<file path="config.mk">
export PLATFORM = sky130hd
export DESIGN_NAME = bram_port_arbiter
export DESIGN_NICKNAME = d
export VERILOG_FILES = /design/src/rtl/bram_port_arbiter.sv
export SDC_FILE = /design/constraint.sdc
export NUM_CORES = 1
export LEC_CHECK = 0
export BUFFER_PORTS_ARGS = -buffer_cell sky130_fd_sc_hd__buf_2
export CAP_MARGIN = 25
export CELL_PAD_IN_SITES_DETAIL_PLACEMENT = 0
export CELL_PAD_IN_SITES_GLOBAL_PLACEMENT = 1
export CORE_ASPECT_RATIO = 2
export CORE_MARGIN = 1.5
export CORE_UTILIZATION = 30
export DETAILED_ROUTE_END_ITERATION = 10
export PLACE_DENSITY = 0.79
export SETUP_SLACK_MARGIN = 0.02
export SLEW_MARGIN = 25
export SYNTH_ARGS = -nofsm -noshare
export SYNTH_HDL_FRONTEND = slang
export SYNTH_SLANG_ARGS = --single-unit
</file>
<file path="constraint.sdc">
create_clock -name clk_i -period 1.56 [get_ports clk_i]
set_clock_uncertainty 0.1 [all_clocks]
set_input_delay 0.078 -clock clk_i [delete_from_list [all_inputs] [get_ports clk_i]]
set_output_delay 0.078 -clock clk_i [all_outputs]
set_load 0.05 [all_outputs]
</file>
<file path="src/rtl/bram_port_arbiter.sv">
// bram_port_arbiter: shares one BRAM port between display reads (strict priority) and a loader port
module bram_port_arbiter #(
  parameter int ADDR_W     = 17,
  parameter int DATA_W     = 12,
  parameter int RD_LATENCY = 1,
  parameter int MAX_WAIT   = 1023
) (
  input  logic              clk_i,
  input  logic              rst_ni,
  input  logic              disp_req_i,
  input  logic [ADDR_W-1:0] disp_addr_i,
  output logic [DATA_W-1:0] disp_data_o,
  output logic              disp_valid_o,
  input  logic              ld_req_i,
  input  logic              ld_we_i,
  input  logic [ADDR_W-1:0] ld_addr_i,
  input  logic [DATA_W-1:0] ld_wdata_i,
  output logic              ld_gnt_o,
  output logic [DATA_W-1:0] ld_rdata_o,
  output logic              ld_rvalid_o,
  output logic              ld_starve_o,
  output logic              bram_en_o,
  output logic              bram_we_o,
  output logic [ADDR_W-1:0] bram_addr_o,
  output logic [DATA_W-1:0] bram_din_o,
  input  logic [DATA_W-1:0] bram_dout_i
);
  localparam int CW = $clog2(MAX_WAIT + 1);
  typedef enum logic [1:0] {L_IDLE, L_WAIT, L_GNT} ld_state_e;
  ld_state_e state_q, state_d;
  logic [CW-1:0] wait_q, wait_d;
  logic bram_en_q, bram_en_d, bram_we_q, bram_we_d;
  logic [ADDR_W-1:0] bram_addr_q, bram_addr_d;
  logic [DATA_W-1:0] bram_din_q, bram_din_d;
  // Read-return tag {valid, owner}; owner 1 marks a loader read
  logic [1:0] tag_q [0:RD_LATENCY];
  logic [1:0] tag_d;

  always_ff @(posedge clk_i or negedge rst_ni)
    if (!rst_ni) state_q <= L_IDLE;
    else state_q <= state_d;

  always_comb
    state_d = state_q == L_IDLE ? (ld_req_i ? L_WAIT : L_IDLE) :
              state_q == L_WAIT ? (!ld_req_i ? L_IDLE : disp_req_i ? L_WAIT : L_GNT) :
              L_IDLE;

  always_comb ld_gnt_o = state_q == L_WAIT && ld_req_i && !disp_req_i;

  always_comb begin
    bram_en_d   = disp_req_i | ld_gnt_o;
    bram_we_d   = ld_gnt_o & ld_we_i;
    bram_addr_d = disp_req_i ? disp_addr_i : ld_gnt_o ? ld_addr_i : bram_addr_q;
    bram_din_d  = ld_gnt_o ? ld_wdata_i : bram_din_q;
    tag_d       = {disp_req_i | (ld_gnt_o & ~ld_we_i), ~disp_req_i};
    wait_d      = (state_q != L_WAIT || ld_gnt_o) ? '0 :
                  wait_q == CW'(MAX_WAIT) ? wait_q : wait_q + CW'(1);
  end

  always_ff @(posedge clk_i or negedge rst_ni)
    if (!rst_ni) begin
      bram_en_q   <= 1'b0;
      bram_we_q   <= 1'b0;
      bram_addr_q <= '0;
      bram_din_q  <= '0;
      wait_q      <= '0;
      for (int i = 0; i <= RD_LATENCY; i++) tag_q[i] <= '0;
    end else begin
      bram_en_q   <= bram_en_d;
      bram_we_q   <= bram_we_d;
      bram_addr_q <= bram_addr_d;
      bram_din_q  <= bram_din_d;
      wait_q      <= wait_d;
      tag_q[0]    <= tag_d;
      for (int i = 1; i <= RD_LATENCY; i++) tag_q[i] <= tag_q[i-1];
    end

  assign bram_en_o    = bram_en_q;
  assign bram_we_o    = bram_we_q;
  assign bram_addr_o  = bram_addr_q;
  assign bram_din_o   = bram_din_q;
  assign disp_data_o  = bram_dout_i;
  assign ld_rdata_o   = bram_dout_i;
  assign disp_valid_o = tag_q[RD_LATENCY][1] & ~tag_q[RD_LATENCY][0];
  assign ld_rvalid_o  = tag_q[RD_LATENCY][1] & tag_q[RD_LATENCY][0];
  assign ld_starve_o  = wait_q == CW'(MAX_WAIT);
endmodule

</file>
Word level (Yosys, flattened, before mapping). Index checks and enable logic that the tools add are counted.

Mux-type cells: 9. Bitwise logic cells: 9. Equal/unequal tests: 4. Add/sub/neg operators: 1. Reductions and logical operators: 6.

Operators by type and width (count): 17-bit 2-to-1 mux (2); 10-bit 2-to-1 mux (2); 10-bit by 1-bit adder with 10-bit output, second input constant (1); 10-bit == test, second input constant (1); 2-bit 2-to-1 mux (4); 1-bit bitwise AND (4); 2-bit by 1-bit != test with 1-bit output, second input constant (2); 1-bit inverter (3); 2-bit by 1-bit == test with 1-bit output, second input constant (1); 1-bit logical AND (2); 2-bit zero test (1); 1-bit bitwise OR (2); 2-bit nonzero test (1); 1-bit zero test (1); 1-bit logical OR (1); 1-bit 2-to-1 mux (1).

Word-level logic and storage cells: 37. Output and inout port bits: 59. Flip-flop bits (word level): 47.

Depth between registers and ports, before layout. Gate-level depths: netlist of run 1.

Depth in word-level cells: 5. Gate-level depth with buffers: 6.

Worst setup path before layout of run 1. Ideal clock, no wire load.

Path type: flip-flop to flip-flop. Start: register state_q[1]. End: register bram_din_q[10] (netlist: bram_din_o[10]). Cell stages (with the launch flop): 6. Slack: 0.035 ns. Clock period less this slack: 1.525 ns. Buffers on the path: 2. Data arrival time: 1.300 ns. Path through: dfrtp_1 > nor2b_4 > and3_4 > buf_6 > buf_12 > mux2_4.

Longest elaborated chain between the ends: 3.

RTL lines: from (decl) (line 30) `ld_state_e state_q, state_d;`; from (signal assigned) (line 41) `else state_q <= state_d;`; 2-bit by 1-bit == test with 1-bit output (line 48) `always_comb ld_gnt_o = state_q == L_WAIT && ld_req_i && !disp_req_i;`; 1-bit logical AND (2 in series) (line 48); net ld_gnt_o (line 18) `output logic ld_gnt_o,`; to (signal assigned) (line 72) `bram_din_q <= bram_din_d;`; to (decl) (line 34) `logic [DATA_W-1:0] bram_din_q, bram_din_d;`.

The timed path passes the listed nets, and every way through them passes these cells. A chain may end at the register's enable or synchronous reset.

Worst setup path in the final report of run 1.
Start: register wait_q[7]. End: output port ld_starve_o.

Longest elaborated chain between the ends: 1.

RTL lines: from (decl) (line 31) `logic [CW-1:0] wait_q, wait_d;`; from (signal assigned) (line 73) `wait_q <= wait_d;`; 10-bit == test (line 86) `assign ld_starve_o = wait_q == CW'(MAX_WAIT);`; to (decl) (line 21) `output logic ld_starve_o,`.

Every way passes these cells.

==> run metrics, run 1 <==
Placer Congestion=0.7826; Crit Path Category=flip-flop to output pin; pre-CTS setup slack=61.73 ps; Vias=1940; startpoint types=flip-flop; CTS tree=yes; reg-to-reg startpoint=state_q[1]; leakage=0.001716 uW; ant diodes=0; outcome=finished clean; required time of the worst setup path=1380 ps; largest net degree at the start of global routing=between 40 and 50; Non-Filler Instances=417; Die W=65.65 um; CP endpoint kind=output pin; final hold viol count=0; Synth cell types=39; setup ws final=58.37 ps; fillcell total=726; ratio of cells with drive above 1 in the final layout=42.11%; hold path depth=3; vias per inst=4.652; Crit Path Max Fanout=4; asr flop ratio synth=between 90% and 100%; Avg Cell Area, Syn=11.60 um2; I/O pin count=122; Yosys Warn Count=0; htree depth=2; Post-route DRC=0; Routed WL=5833 um; vias in the first global route=around 2000; # nets final=386; pwr dens=approximately 1100 nW/um2; syn nets=267; min Tclk post-route=1502 ps; cells on worst reg2reg path=4; Arr. time, crit path=1320 ps; initial antenna violation count=0; synthesized cell area=2355 um2; post-route design area=3422 um2; worst hold-check path type=primary input to flip-flop; Tcrit/Tclk final=96.26%; gr usage total=around 14%; Clock Sinks=47; area delta synth->final=45.32%; first-pass GRT wire length=8976 um; Syn Inst Count=203; drt wl/cell=13.99 um; relative slew slack=77.66%; fmax=0.6659 GHz; Fin Setup TNS=0 ps; Yosys reg bits=47; hold_sp=ld_addr_i[8]; DRT Pass-1 Iters=4; Rows=45; RSZ-0062 raised after global routing=no; Max Cap Viol=0; Max VDD drop=0.5524 mV; Worst-Skew Late Latency=290 ps; WHS Endpoint=bram_addr_o[8]; clock-pin slew on the worst setup and hold paths=approximately 70 ps; core area=between 7000 and 8000 um2; Final Max Slew Viols=0; die area=8422 um2; endpoints failing setup=0; total CTS buffers=5; Root Buffer Master=clkbuf_16; EDFF count, synth=0; Reg-to-Reg End=bram_din_o[6]; chip height=128.3 um; Post-DRT Antenna Nets=0; total power=3753 uW; GR Overflow Total=0; Area after DPL=2691 um2; R2R Setup Slk=~110 ps; register area share after synthesis=49.95%; most common cell after layout, fill and taps aside=buf_2; DP HPWL=3693 um; Starting DRT DRC Count=108; Clock Tree Buf Depth=2; Tightest Pin Transition=around 330 ps; IO buf count=85; Initial Utilization=between 30% and 40%; most frequent cells in the layout=buf_2 (83), dlygate4sd3_1 (46), dfrtp_1 (45); leading register cell type out of synthesis=dfrtp_1; DP Cell Count=353
how the worst max path moves through the flow:
stage               slack [ps]              to  cells after the start       start
detailed placement          60       wait_q[5]                      3   wait_q[3]
global placement           130     ld_starve_o                      4   wait_q[3]
global route                20     ld_starve_o                      4   wait_q[7]
CTS                         20     ld_starve_o                      4   wait_q[4]
finish                      60     ld_starve_o                      4   wait_q[7]
floorplan                   30  bram_din_o[10]                      5  state_q[1]
area by class of cell:
cell class	instances	area [um2]	area share, %
multi-input cells	115	879.6	25.70
clock buffers	5	125.1	3.656
flip-flops and latches	47	1179	34.44
inverters	4	15.01	0.4388
repair buffers	149	1059	30.93
clock inverters	3	47.55	1.389
well taps	94	117.6	3.437
registers in the layout, summed over array words and instances, names as in the netlist:
name         cells
bram_addr_o     17
bram_din_o      12
wait_q          10
tag_q            4
state_q          2
bram_en_o        1
bram_we_o        1
kinds of logic after synthesis:
kind of cell / Yosys count / synth area share (%)
and+or+nand+nor: 48 / 12.17
DFF: 47 / 49.95
buffers and inverters: 41 / 13.02
AOI/OAI and AO/OA: 36 / 9.671
muxes: 30 / 14.67
adders and majority gates: 1 / 0.5313
cell usage after synthesis, types with 3 or more instances:
cell type,count,area share [%]
a31oi_1,4,1.1
inv_1,3,0.48
a21oi_1,3,0.64
and4_1,3,1.1
buf_6,5,2.4
mux2_2,4,1.9
buf_4,26,8.3
and3_1,3,0.80
and2_1,3,0.80
clkbuf_1,4,0.64
nand4_1,3,0.80
dfrtp_1,47,50
o21ai_0,18,3.8
mux2_4,8,5.1
nor3_1,4,0.85
mux2i_1,18,7.7
nand2_1,20,3.2
routing by layer:
metal / up-vias / track usage [%] / wire length (um)
met3: 21 / 2.634 / 246
met4: 0 / 8.088 / 187
met2: 58 / 26.14 / 3373
met1: 931 / 13.42 / 2027
met5: - / 0 / 0
li1: 930 / - / -
worst max-delay path, cell delays in order, from the launching register on:
cell and delay [ps]:
dfrtp_1 410, and4_4 290, nand3_4 100, inv_1 80, buf_6 150
per-stage QoR:
| stage | hold slack, ps | util, % |
|---|---|---|
| 2_1_floorplan | -317.6 | - |
| 3_3_place_gp | -15.96 | 35.41 |
| 3_5_place_dp | -16.93 | 35.41 |
| 4_1_cts | 1.334 | 44.38 |
| 5_1_grt | 29.47 | 45.02 |
| 6_report | 0.9081 | 45.02 |
repair_timing:
action,4_1_cts,5_1_grt
buffers inserted,4,6
gates cloned,0,0
hold buffers,46,0
pin swaps,1,1
hold endpoints to repair,81,0
gates resized for setup,9,2
endpoints found under the setup margin,2,1
power breakdown:
part           leakage (uW)  switching [uW]  internal [uW]
Sequential         0.000581            76.1           1360
Combinational       0.00105             691            381
Clock             0.0000844             482            765
Total               0.00172            1250           2500
Note: power is estimated with default switching activity, not from simulation.
==> run 2, diff against run 1 <==
- CORE_UTILIZATION: 30 -> 36
- PLACE_DENSITY: 0.79 -> 0.89
- clock period: 1.56 -> 1.8 ns (I/O delays scaled with it)
==> run 2 against run 1 <==
The run now ends with negative hold slack left. Critical path depth did not move. Final cell count fell by 5.8%. Via count fell by 3.7%. Core utilization rose by 6.1 points. Sequential power fell by 13%. Wire length fell by 4.3%. Non-clock buffer count fell by 16. Clock-buffer cell count rose by 1. Global-route usage rose by 2.7 points. Die area fell by 16%. Combinational power fell by 15%. Sequential share of layout area rose by 2.0 points. Critical endpoint unchanged. Largest cell class unchanged. Largest power group unchanged. Highest routed layer unchanged.
==> run metrics, run 2 (synthesized netlist as in run 1, its figures left out) <==
outcome=finished, violations left (was finished clean); violated checks=negative hold slack; # nets final=370 (was 386); Largest register FFs=17 (unchanged); leakage=0.001613 uW (was 0.001716 uW); setup ws final=61.87 ps (was 58.37 ps); clock share of power=29.7% (was 33.2%); Clock Tree Buf Depth=2 (unchanged); sequential fraction of design power=40.5% (was 38.2%); Post-route DRC=0 (unchanged); clock-pin slew on the worst setup and hold paths=60 ps (was 70 ps); worst hold-check path type=primary input to flip-flop (unchanged); Vias=1868 (was 1940); P_sw=1064 uW (was 1249 uW); required time of the worst setup path=1610 ps (was 1380 ps); Placer Congestion=0.7797 (was 0.7826); pwr dens=952.2 nW/um2 (was 1097 nW/um2); fillcell total=564 (was 726); GR Overflow Total=0 (unchanged); final hold viol count=2 (was 0); Crit Path Category=flip-flop to output pin (unchanged); IO buf count=85 (unchanged); ant diodes=0 (unchanged); die area=7065 um2 (was 8422 um2); reg-to-reg startpoint=state_q[1] (unchanged); first-pass GRT wire length=8797 um (was 8976 um); largest net degree at the start of global routing=48 (unchanged); gr usage total=16.66% (was 13.91%); Comb power frac=29.8% (was 28.6%); Final Max Slew Viols=0 (unchanged); endpoints failing setup=0 (unchanged); cell internal pwr=2005 uW (was 2504 uW); Fin Setup TNS=0 ps (unchanged); Clock Sinks=47 (unchanged); vias in the first global route=1874 (was 1990); Tightest Pin Transition=616.1 ps (was 334.3 ps); CTS tree=yes (unchanged); Max Cap Viol=0 (unchanged); Max VDD drop=0.5197 mV (was 0.5524 mV); most common cell after layout, fill and taps aside=buf_2 (unchanged); critical path buffer and inverter count=2 (unchanged); Die W=60.19 um (was 65.65 um); area delta synth->final=36.88% (was 45.32%); Crit Path Max Fanout=9 (was 4); Post-DRT Antenna Nets=0 (unchanged); pre-CTS setup slack=270.2 ps (was 61.73 ps); htree depth=2 (unchanged); slowest cell delay on critical path=480 ps (was 410 ps); relative slew slack=58.92% (was 77.66%); CP startpoint=wait_q[6] (was wait_q[7]); DP HPWL=3672 um (was 3693 um); hold_sp=ld_addr_i[10] (was ld_addr_i[8]); post-layout utilization of the core=51.08% (was 45.02%); Min Hold Slack=-3.584 ps (was 0.9081 ps); Slowest cell on crit path=dfrtp_1 (unchanged); most frequent cells in the layout=buf_2 (84), dfrtp_1 (47), dlygate4sd3_1 (43) (was buf_2 (83), dlygate4sd3_1 (46), dfrtp_1 (45)); I/O pin count=122 (unchanged); chip height=117.4 um (was 128.3 um); startpoint types=flip-flop (unchanged); total CTS buffers=5 (unchanged); total power=3069 uW (was 3753 uW); Top Family by Delay on Critical Path=flip-flops (unchanged); Tcrit/Tclk final=between 90 and 100%; RSZ-0062 raised after global routing=yes (was no); min Tclk post-route=1738 ps; Starting DRT DRC Count=73 (was 108); Initial Utilization=37.32% (was 30.98%); ratio of cells with drive above 1 in the final layout=38.44% (was 42.11%); Rows=41 (was 45); Sw Share=34.67% (was 33.28%); Routed WL=5581 um (was 5833 um); Worst-Skew Late Latency=290 ps (about the same); CP endpoint kind=output pin (unchanged); Root Buffer Master=clkbuf_16 (unchanged); fmax=0.5753 GHz; Arr. time, crit path=1550 ps (was 1320 ps); DRT Pass-1 Iters=4 (unchanged); initial antenna violation count=0 (unchanged); vias per inst=4.753 (was 4.652); CP Cell Sequence=and4_1 > nand3_4 > inv_1 > buf_2 (was and4_4 > nand3_4 > inv_1 > buf_6); core area=6310 um2 (was 7601 um2); drt wl/cell=14.20 um (was 13.99 um)
-- run 2: cell count changes in the layout (fill, tap and decap cells not counted), sizes merged --
cell	previous run	this run
dlygate4sd3	46	43
buf	103	89
inv	5	4
bufinv	1	0
clkbuf	5	7
clkinvlp	0	1
-- run 2: worst min-delay path, cell delays in order --
cell,delay (ps)
buf_2,80
mux2i_1,50
o21ai_0,130
-- run 2: layout make-up --
cell class,instances,area (um2),area share (%)
inverters,4,15.01,0.4658
clock inverters,2,12.51,0.3882
well taps,86,107.6,3.339
multi-input cells,115,874.6,27.14
flip-flops and latches,47,1176,36.49
repair buffers,133,908.4,28.18
clock buffers,6,128.9,3.998
-- run 2: worst paths after layout --
kind                                    to  slack (ps)  cells past startpoint
min in group asynchronous        wait_q[6]         330                      3
max in group asynchronous    bram_din_o[6]         850                      3
hold / removal             bram_addr_o[10]          -4                      3
hold reg to reg                   tag_q[0]         270                      0
setup reg to reg                  tag_q[3]         160                      4
setup / recovery               ld_starve_o          60                      4
-- run 2: power groups by stage --
stage               logic (uW)  clock network, uW  registers, uW
detailed placement         843                  0           1260
floorplan                  363                  0           1650
finish                     914                913           1240
CTS                        915                939           1240
global route               961                974           1260
global placement           829                  0           1260
-- run 2: metal layers --
| metal | share of wire [%] | vias up | track usage [%] |
|---|---|---|---|
| li1 | - | 901 | - |
| met4 | 4.8 | 0 | 10.69 |
| met1 | 34 | 886 | 16.44 |
| met5 | 0 | - | 0 |
| met3 | 4.4 | 25 | 4.190 |
| met2 | 57 | 56 | 28.80 |
-- run 2: what timing repair did --
action                                  4_1_cts  5_1_grt
endpoints found under the hold margin        81        0
endpoints found under the setup margin        1        3
setup buffers                                 0        1
gates resized for setup                       1        2
pin swaps                                     0        1
hold buffers                                 43        0
-- run 2: per-stage QoR --
stage                     cells  area [um2]
after floorplan             203        2355
after global placement      341        2639
after detailed placement    341        2639
after CTS                   392        3212
after global routing        393        3223
final                       393        3223
==> run 3, diff against run 2 <==
- ABC_AREA: default -> 1
- CORE_UTILIZATION: 36 -> 33
- PLACE_DENSITY: 0.89 -> 0.88
- SKIP_CTS_REPAIR_TIMING: default -> 1
==> run 3 against run 2 <==
The run still ends with negative hold slack left. Sequential cell count is the same. Non-clock buffer count up 4. Synthesized area is 4.4% lower. Sequential share of layout area grew 0.081 points. Synthesized cell count rose by 33%. Critical path depth increased by 2. Wire length grew 14%. Die area is 4.1% higher. Clock-buffer cell count unchanged.
==> run metrics, run 3 <==
register area share after synthesis=52.25% (was 49.95%); clock share of power=30.2% (was 29.7%); CP endpoint kind=output pin (unchanged); drt wl/cell=13.60 um (was 14.20 um); Placer Congestion=0.8113 (was 0.7797); endpoints failing setup=0 (unchanged); core area=6621 um2 (was 6310 um2); Max VDD drop=0.6554 mV (was 0.5197 mV); Synth area leader=dfrtp_1 (unchanged); Rows=42 (was 41); total CTS buffers=5 (unchanged); largest net degree at the start of global routing=36 (was 48); vias per inst=4.582 (was 4.753); Sw Share=35.06% (was 34.67%); total power=3032 uW (was 3069 uW); synthesized cell area=2251 um2 (was 2355 um2); RSZ-0062 raised after global routing=no (was yes); final hold viol count=5 (was 2); CTS tree=yes (unchanged); Worst-Skew Late Latency=290 ps (about the same); Max Cap Viol=0 (unchanged); top-area cell type share of the netlist area=52.25% (was 49.95%); relative slew slack=63.51% (was 58.92%); P_sw=1063 uW (was 1064 uW); Largest register FFs=17 (unchanged); slowest cell delay on critical path=400 ps (was 480 ps); cell internal pwr=1969 uW (was 2005 uW); Slowest cell on crit path=dfrtp_2 (was dfrtp_1); Yosys reg bits=47 (unchanged); Top Family by Delay on Critical Path=simple AND/OR/NAND/NOR gates (was flip-flops); leakage=0.001656 uW (was 0.001613 uW); Starting DRT DRC Count=56 (was 73); post-layout utilization of the core=48.62% (was 51.08%); Tcrit/Tclk final=96.34% (was 96.56%); clock-pin slew on the worst setup and hold paths=60 ps (about the same); most frequent cell after synthesis=nand2_1 (was dfrtp_1); ant diodes=0 (unchanged); GR Overflow Total=0 (unchanged); violated checks=negative hold slack (unchanged); # nets final=443 (was 370); Avg Cell Area, Syn=8.337 um2 (was 11.60 um2); ratio of cells with drive above 1 in the final layout=30.34% (was 38.44%); Min Hold Slack=-32.51 ps (was -3.584 ps); pwr dens=941.8 nW/um2 (was 952.2 nW/um2); Vias=2140 (was 1868); pre-CTS setup slack=204.9 ps (was 270.2 ps); I/O pin count=122 (unchanged); most frequent cells in the layout=nand2_1 (88), buf_2 (84), dfrtp_1 (46) (was buf_2 (84), dfrtp_1 (47), dlygate4sd3_1 (43)); startpoint types=flip-flop (unchanged); vias in the first global route=1991 (was 1874); CP Cell Sequence=ha_2 > nand2_1 > nor2_4 > nand2_2 > nor2_4 > buf_6 (was and4_1 > nand3_4 > inv_1 > buf_2); fmax=0.5766 GHz (was 0.5753 GHz); IO buf count=85 (unchanged); DRT Pass-1 Iters=4 (unchanged); top cells by count, synth=nand2_1 (89), dfrtp_1 (47), nor2_1 (28) (was dfrtp_1 (47), buf_4 (26), nand2_1 (20)); chip height=119.8 um (was 117.4 um); Tightest Pin Transition=547.4 ps (was 616.1 ps); Yosys Warn Count=0 (unchanged); critical path buffer and inverter count=1 (was 2); area delta synth->final=43.02% (was 36.88%); Root Buffer Master=clkbuf_16 (unchanged); setup ws final=65.81 ps (was 61.87 ps); Synth cell types=22 (was 39); required time of the worst setup path=1610 ps (about the same); Die W=61.40 um (was 60.19 um); Post-DRT Antenna Nets=0 (unchanged); die area=7356 um2 (was 7065 um2); DP Cell Count=414 (was 341); worst hold-check path type=primary input to flip-flop (unchanged); leading register cell type out of synthesis=dfrtp_1 (unchanged); syn nets=334 (was 267); cell mode on critical path=nor2_4; first-pass GRT wire length=9032 um (was 8797 um); Comb power frac=28.9% (was 29.8%); Synth area leaders=dfrtp_1 (52%), nand2_1 (15%), buf_4 (9.0%) (was dfrtp_1 (50%), buf_4 (8.3%), mux2i_1 (7.7%)); htree depth=2 (unchanged); Syn Inst Count=270 (was 203); Routed WL=6353 um (was 5581 um); most common cell after layout, fill and taps aside=nand2_1 (was buf_2); Final Max Slew Viols=0 (unchanged); Post-route DRC=0 (unchanged); sequential fraction of design power=41.0% (was 40.5%); asr flop ratio synth=100.0% (unchanged); DP HPWL=4267 um (was 3672 um); Initial Utilization=33.99% (was 37.32%); outcome=finished, violations left (unchanged); Clock Sinks=47 (unchanged); initial antenna violation count=0 (unchanged); Crit Path Category=flip-flop to output pin (unchanged); fillcell total=674 (was 564); gr usage total=16.38% (was 16.66%); Clock Tree Buf Depth=2 (unchanged); Arr. time, crit path=1540 ps (was 1550 ps); EDFF count, synth=0 (unchanged); min Tclk post-route=1734 ps (was 1738 ps); Crit Path Max Fanout=4 (was 9); Non-Filler Instances=467 (was 393)
## run 3: path summary, 6_finish.rpt
check / startpoint / endpoint / slack [ps] / cells after the start
min reg2reg: tag_q[3] / tag_q[1] / 250 / 0
max: wait_q[0] / ld_starve_o / 70 / 6
min in group asynchronous: rst_ni / bram_we_o / 220 / 2
max in group asynchronous: rst_ni / bram_addr_o[15] / 850 / 3
min: disp_addr_i[6] / bram_addr_o[6] / -30 / 3
max reg2reg: wait_q[0] / wait_q[0] / 200 / 9
## run 3: worst reg2reg max path: cells and delay by family (launching register included)
kind	cells	cell delay, ps
flops	1	400
buf+inv	2	180
fa+ha+maj	1	190
simple gates	6	630
## run 3: cell type report
type                            count  area [um2]  share of cell area [%]
Clock buffer                        6       138.9                   4.314
Clock inverter                      1       5.005                  0.1555
Inverter                           13       48.80                   1.516
Multi-Input combinational cell    175       802.0                   24.91
Sequential cell                    47        1177                   36.57
Tap cell                           88       110.1                   3.420
Timing Repair Buffer              137       937.1                   29.11
## run 3: kinds of logic after synthesis
logic type | after synthesis | synth area share (%)
and+or+nand+nor | 140 | 25.68
buffers and inverters | 48 | 12.67
DFF | 47 | 52.25
AOI/OAI and AO/OA | 34 | 8.839
adders and majority gates | 1 | 0.5558
## run 3: layer usage
layer  GRT usage [%]  wire length, um  up-vias
met2           28.39             3495       71
li1                -                -     1053
met5               0                0        -
met3           2.263              263       21
met1           18.44             2394      995
met4           8.511              200        0
## run 3: power groups by stage
stage	combinational [uW]	sequential (uW)	clock [uW]
final	875	1240	914
after global routing	935	1250	980
after CTS	804	1240	940
after detailed placement	804	1260	0
after global placement	796	1260	0
after floorplan	315	1640	0
## run 3: metrics by stage
stage	area, um2	setup TNS, ps
after global routing	3219	0
after CTS	2751	-141.2
after global placement	2608	0
after detailed placement	2608	0
after floorplan	2251	0
final	3219	0
